<file path="config.mk">
export PLATFORM = sky130hd
export DESIGN_NAME = apb_master
export DESIGN_NICKNAME = d
export VERILOG_FILES = /design/src/rtl/apb_master.sv
export SDC_FILE = /design/constraint.sdc
export NUM_CORES = 1
export LEC_CHECK = 0
export CORE_MARGIN = 10
export CORE_UTILIZATION = 35
export DETAILED_ROUTE_END_ITERATION = 12
export MAX_ROUTING_LAYER = met4
export PLACE_DENSITY = 0.74
export SLEW_MARGIN = 15
export SYNTH_ARGS = -nofsm -noshare
export SYNTH_HDL_FRONTEND = slang
export SYNTH_SLANG_ARGS = --single-unit
</file>
<file path="constraint.sdc">
create_clock -name pclk -period 1.6 [get_ports pclk]
set_input_delay 0.16 -clock pclk [delete_from_list [all_inputs] [get_ports pclk]]
set_output_delay 0.16 -clock pclk [all_outputs]
set_load 0.01 [all_outputs]
</file>
<file path="src/rtl/apb_master.sv">
// APB master: accepts one host request at a time and runs it as an APB
// SETUP/ACCESS transfer, returning a single-cycle completion pulse.
module apb_master #(
  parameter int ADDR_WIDTH = 32,
  parameter int DATA_WIDTH = 32,
  parameter int TIMEOUT    = 255
) (
  input  logic                  pclk,
  input  logic                  preset,
  // host request
  input  logic                  req_valid,
  output logic                  req_ready,
  input  logic [ADDR_WIDTH-1:0] req_addr,
  input  logic [DATA_WIDTH-1:0] req_wdata,
  input  logic                  req_write,
  input  logic [3:0]            req_stb,
  // host response
  output logic                  resp_valid,
  output logic [DATA_WIDTH-1:0] resp_rdata,
  output logic                  resp_err,
  // APB
  output logic [ADDR_WIDTH-1:0] paddr,
  output logic [DATA_WIDTH-1:0] pdata,
  input  logic [DATA_WIDTH-1:0] prdata,
  output logic                  psel,
  output logic                  penable,
  output logic                  pwrite,
  output logic [3:0]            pstb,
  input  logic                  pready,
  input  logic                  perr
);

  localparam int CW = (TIMEOUT > 0) ? $clog2(TIMEOUT + 1) : 1;

  typedef enum logic [1:0] {
    IDLE   = 2'd0,
    SETUP  = 2'd1,
    ACCESS = 2'd2
  } state_t;

  typedef struct packed {
    logic [ADDR_WIDTH-1:0] addr;
    logic [DATA_WIDTH-1:0] wdata;
    logic                  write;
    logic [3:0]            stb;
  } apb_req_t;

  typedef struct packed {
    logic                  valid;
    logic                  err;
    logic [DATA_WIDTH-1:0] rdata;
  } apb_resp_t;

  state_t    state, state_nxt;
  apb_req_t  req_q;
  apb_resp_t resp_q;
  logic [CW-1:0] wait_cnt;
  logic accept, xfer_done, xfer_tmo;

  // Handshake and APB control are pure decodes of the state register.
  assign req_ready = (state == IDLE);
  assign psel      = (state != IDLE);
  assign penable   = (state == ACCESS);

  assign accept    = req_ready & req_valid;
  assign xfer_done = (state == ACCESS) & pready;
  assign xfer_tmo  = (TIMEOUT != 0) && (state == ACCESS) && !pready &&
                     (wait_cnt == CW'(TIMEOUT));

  always_comb begin
    state_nxt = state;
    case (state)
      IDLE:    if (accept) state_nxt = SETUP;
      SETUP:   state_nxt = ACCESS;
      ACCESS:  if (xfer_done || xfer_tmo) state_nxt = IDLE;
      default: state_nxt = IDLE;
    endcase
  end

  always_ff @(posedge pclk) begin
    if (preset) state <= IDLE;
    else        state <= state_nxt;
  end

  // Request fields stay frozen from accept until the next accept, so the bus
  // is stable across the whole transfer and parked on the last value in IDLE.
  always_ff @(posedge pclk) begin
    if (preset) begin
      req_q    <= '0;
      resp_q   <= '0;
      wait_cnt <= '0;
    end else begin
      resp_q.valid <= xfer_done | xfer_tmo;
      resp_q.err   <= xfer_tmo | (xfer_done & perr);
      resp_q.rdata <= (xfer_done && !req_q.write && !perr) ? prdata : '0;
      if (accept) begin
        req_q.addr  <= req_addr;
        req_q.wdata <= req_wdata;
        req_q.write <= req_write;
        req_q.stb   <= req_stb;
        wait_cnt    <= '0;
      end else if (state == ACCESS && !pready && wait_cnt != {CW{1'b1}}) begin
        // saturate rather than wrap so a disabled timeout never aliases
        wait_cnt <= wait_cnt + CW'(1);
      end
    end
  end

  assign paddr      = req_q.addr;
  assign pdata      = req_q.wdata;
  assign pwrite     = req_q.write;
  assign pstb       = req_q.stb;
  assign resp_valid = resp_q.valid;
  assign resp_err   = resp_q.err;
  assign resp_rdata = resp_q.rdata;

endmodule

</file>
==> flow_summary_export.csv <==
group,metric,value,unit
power,peakVddDrop,0.000613,V
grt,grt_pass1_wl,17800,µm
clock_tree,clockRootBuffer,"clkbuf_8",
die,initial_core_util,0.362,
grt,grt_max_degree,51,
placed_design,place_congestion,0.779,
route,vias_per_cell,4.71,
synthesis,syn-num-nets,397,
finish,stdcell_area,6490,µm²
timing,rsz0062_at_grt,"false",
setup_path,crit_path_cell_trace,"clkdlybuf4s50_1",
timing,finalCritPeriodShare,0.968,
route,drc,0,
setup_path,worstReg2RegStart,"wait_cnt[0]",
placed_design,io_buffer_count,211,
setup_path,r2r-end,"wait_cnt[4]",
timing,fmax,646,MHz
setup_path,startpoint,"pdata[14]",
timing,relSlewSlack,0.826,
setup_path,startpoint_type,"register",
synthesis,ys.flop_type,"dfxtp_1",
die,die_h,121,µm
setup_path,max_stage_delay,570,ps
clock_tree,cts_buffers,17,
clock_tree,clk_latency,490,ps
die,dieArea,14600,µm²
die,dieWidth,121,µm
setup_path,critPathKind,"reg -> out",
clock_tree,clock_path_buffers,2,
setup_path,arrival,1390,ps
clock_tree,postCtsHoldBufs,0,
synthesis,synth_compound_area_frac,0.200,
placed_design,place_area,5900,µm²
synthesis,yosysSeqAreaShare,0.634,
route,vias,3096,
route,ant_nets,0,
worst_hold_path,min_path_type,"in -> reg",
placed_design,hpwl,8980,µm
route,drt-initial-drc-count,170,
synthesis,syn_inst,290,
setup_path,endpoint,"pdata[14]",
synthesis,ys_ff_latch,113,
clock_tree,htree_levels,4,
power,p_leak,2.82,nW
route,drt-wirelength-per-cell,18.1,µm
power,finalPower,7.23,mW
route,first_pass_iters,4,
setup_path,r2r_cells,5,
synthesis,async_flop_share,0,
finish,drive_above_1_share,0.0916,
synthesis,synthAdderAreaFrac,0.00351,
setup_path,critPathSlowestCell,"clkdlybuf4s50_1",
synthesis,synth_area,3570,µm²
timing,tns,0,ps
synthesis,syn_avg_cell_area,12.3,µm²
setup_path,crit_family,"buffers and inverters",
setup_path,r2r_slack,90,ps
timing,final-setup-viol-count,0,
synthesis,yosys.area_share.simple,0.121,
setup_path,required,1440,ps
die,fp-row-count,36,
setup_path,cp-end-kind,"output pin",
timing,worst_pin_slew,260,ps
synthesis,synth_cell_types,38,
setup_path,cp_max_fo,2,
finish,syn2layout_area_growth,82.1,%
die,ios,212,
setup_path,cp.depth,1,
grt,antenna_found_initial,0,
timing,period_needed,1550,ps
clock_tree,clk_pin_slew_worst_paths,50,ps
timing,slew_violations,0,
die,fp.coreArea,9860,µm²
timing,skew,9.16,ps
finish,final_net_count,619,
grt,grt_usage,0.161,
grt,grt_pass1_vias,3246,
synthesis,synth_edf_count,0,
status,status,"complete, no violations",
finish,antenna_cells,0,
setup_path,cp.buffers_inverters,1,
synthesis,muxShareOfSynthArea,0.00842,
flow_run,maxCapViolations,0,
synthesis,ys.warnings.count,0,
timing,hold_viol,0,
grt,overflow,0,
clock_tree,cts_tree,"built",
synthesis,synth_xor_area_frac,0,
power,p_per_area,1110,nW/µm²
route,wirelength,11900,µm
synthesis,synth_top_family_by_area,"compound AO/OA/AOI/OAI gates",
clock_tree,post_cts_buffers,0,
clock_tree,cts.sinks,113,
how the worst min path moves through the flow:
stage,from,end,slack (ps),cells after the start
after floorplan,prdata[0],resp_rdata[0],280,1
after global placement,pdata[18],pdata[18],460,1
after detailed placement,pdata[8],pdata[8],460,1
after CTS,prdata[19],resp_rdata[19],200,2
after global routing,prdata[0],resp_rdata[0],210,2
final,prdata[23],resp_rdata[23],230,2
per-layer routing:
layer,part of all wire,track usage,vias to the layer above,wire length (µm)
li1,-,-,1508,-
met5,0,-,-,0
met2,0.54,0.278,112,6360
met3,0.076,0.0684,8,899
met4,0.0096,0.0573,0,114
met1,0.38,0.159,1468,4490
cell families (layout without fill, tap and decap cells):
kind of cell,Yosys count,count (layout)
DFF,113,113
AOI/OAI and AO/OA,84,84
and+or+nand+nor,67,67
buffers and inverters,22,256
muxes,3,3
adders and majority gates,1,1
worst register-to-register path: cells and delay by family (launching register included):
family                   cells  cell delay, ps
buffers and inverters        1             180
AND/OR/NAND/NOR              3             570
flip-flops                   1             370
adder cells (fa/ha/maj)      1             270
stage by stage:
stage,util,setup WS (ps),hold WS [ps],instances
floorplan,-,194,282,290
global placement,0.598,-107,461,626
detailed placement,0.598,-130,462,626
CTS,0.653,1.73,200,657
global route,0.658,0.172,211,657
finish,0.658,51.8,228,657
power by group:
part	switching [mW]	internal [mW]	total [mW]
clock network	1.23	2.12	3.35
registers	0.0723	2.95	3.02
logic	0.309	0.555	0.864
total	1.61	5.62	7.23
flip-flops by register name (all words and copies together), names as in the netlist:
register    flops
pwrite          1
pdata          32
resp_valid      1
paddr          32
state           2
wait_cnt        8
resp_err        1
pstb            4
resp_rdata     32
timing repair:
action | 4_1_cts | 5_1_grt
setup endpoints to repair | 6 | 18
endpoints found under the hold margin | 0 | 0
gates cloned | 0 | 0
gates resized for setup | 11 | 20
layout by cell type, fill, tap and decap left out, types with 6 or more instances in the layout:
master	netlist	final
dfxtp_1	113	111
clkdlybuf4s50_1	0	189
and2_1	35	35
buf_4	7	6
a22o_1	69	69
clkbuf_16	0	16
dlymetal6s2s_1	0	16
final cells by class:
type	instances	area (µm²)
clock buffer	21	449
fill	763	3370
sequential	113	2270
tap	133	166
timing repair buffer	222	2290
multi-input combinational	155	1220
inverter	3	11.3
clock inverter	10	87.6
cells in the mapped netlist (3+ instances only):
master,instances,share of area
and3_1,3,0.0053
a31oi_1,3,0.0053
nor3_1,4,0.0056
nand2_1,3,0.0032
clkbuf_1,8,0.0084
dfxtp_1,113,0.63
a22o_1,69,0.17
nor2b_1,3,0.0053
buf_2,3,0.0042
nand3_1,5,0.0070
mux2i_1,3,0.0084
and2_1,35,0.061
and4_1,3,0.0074
buf_4,7,0.015
Power figures use the tool's default switching activity.
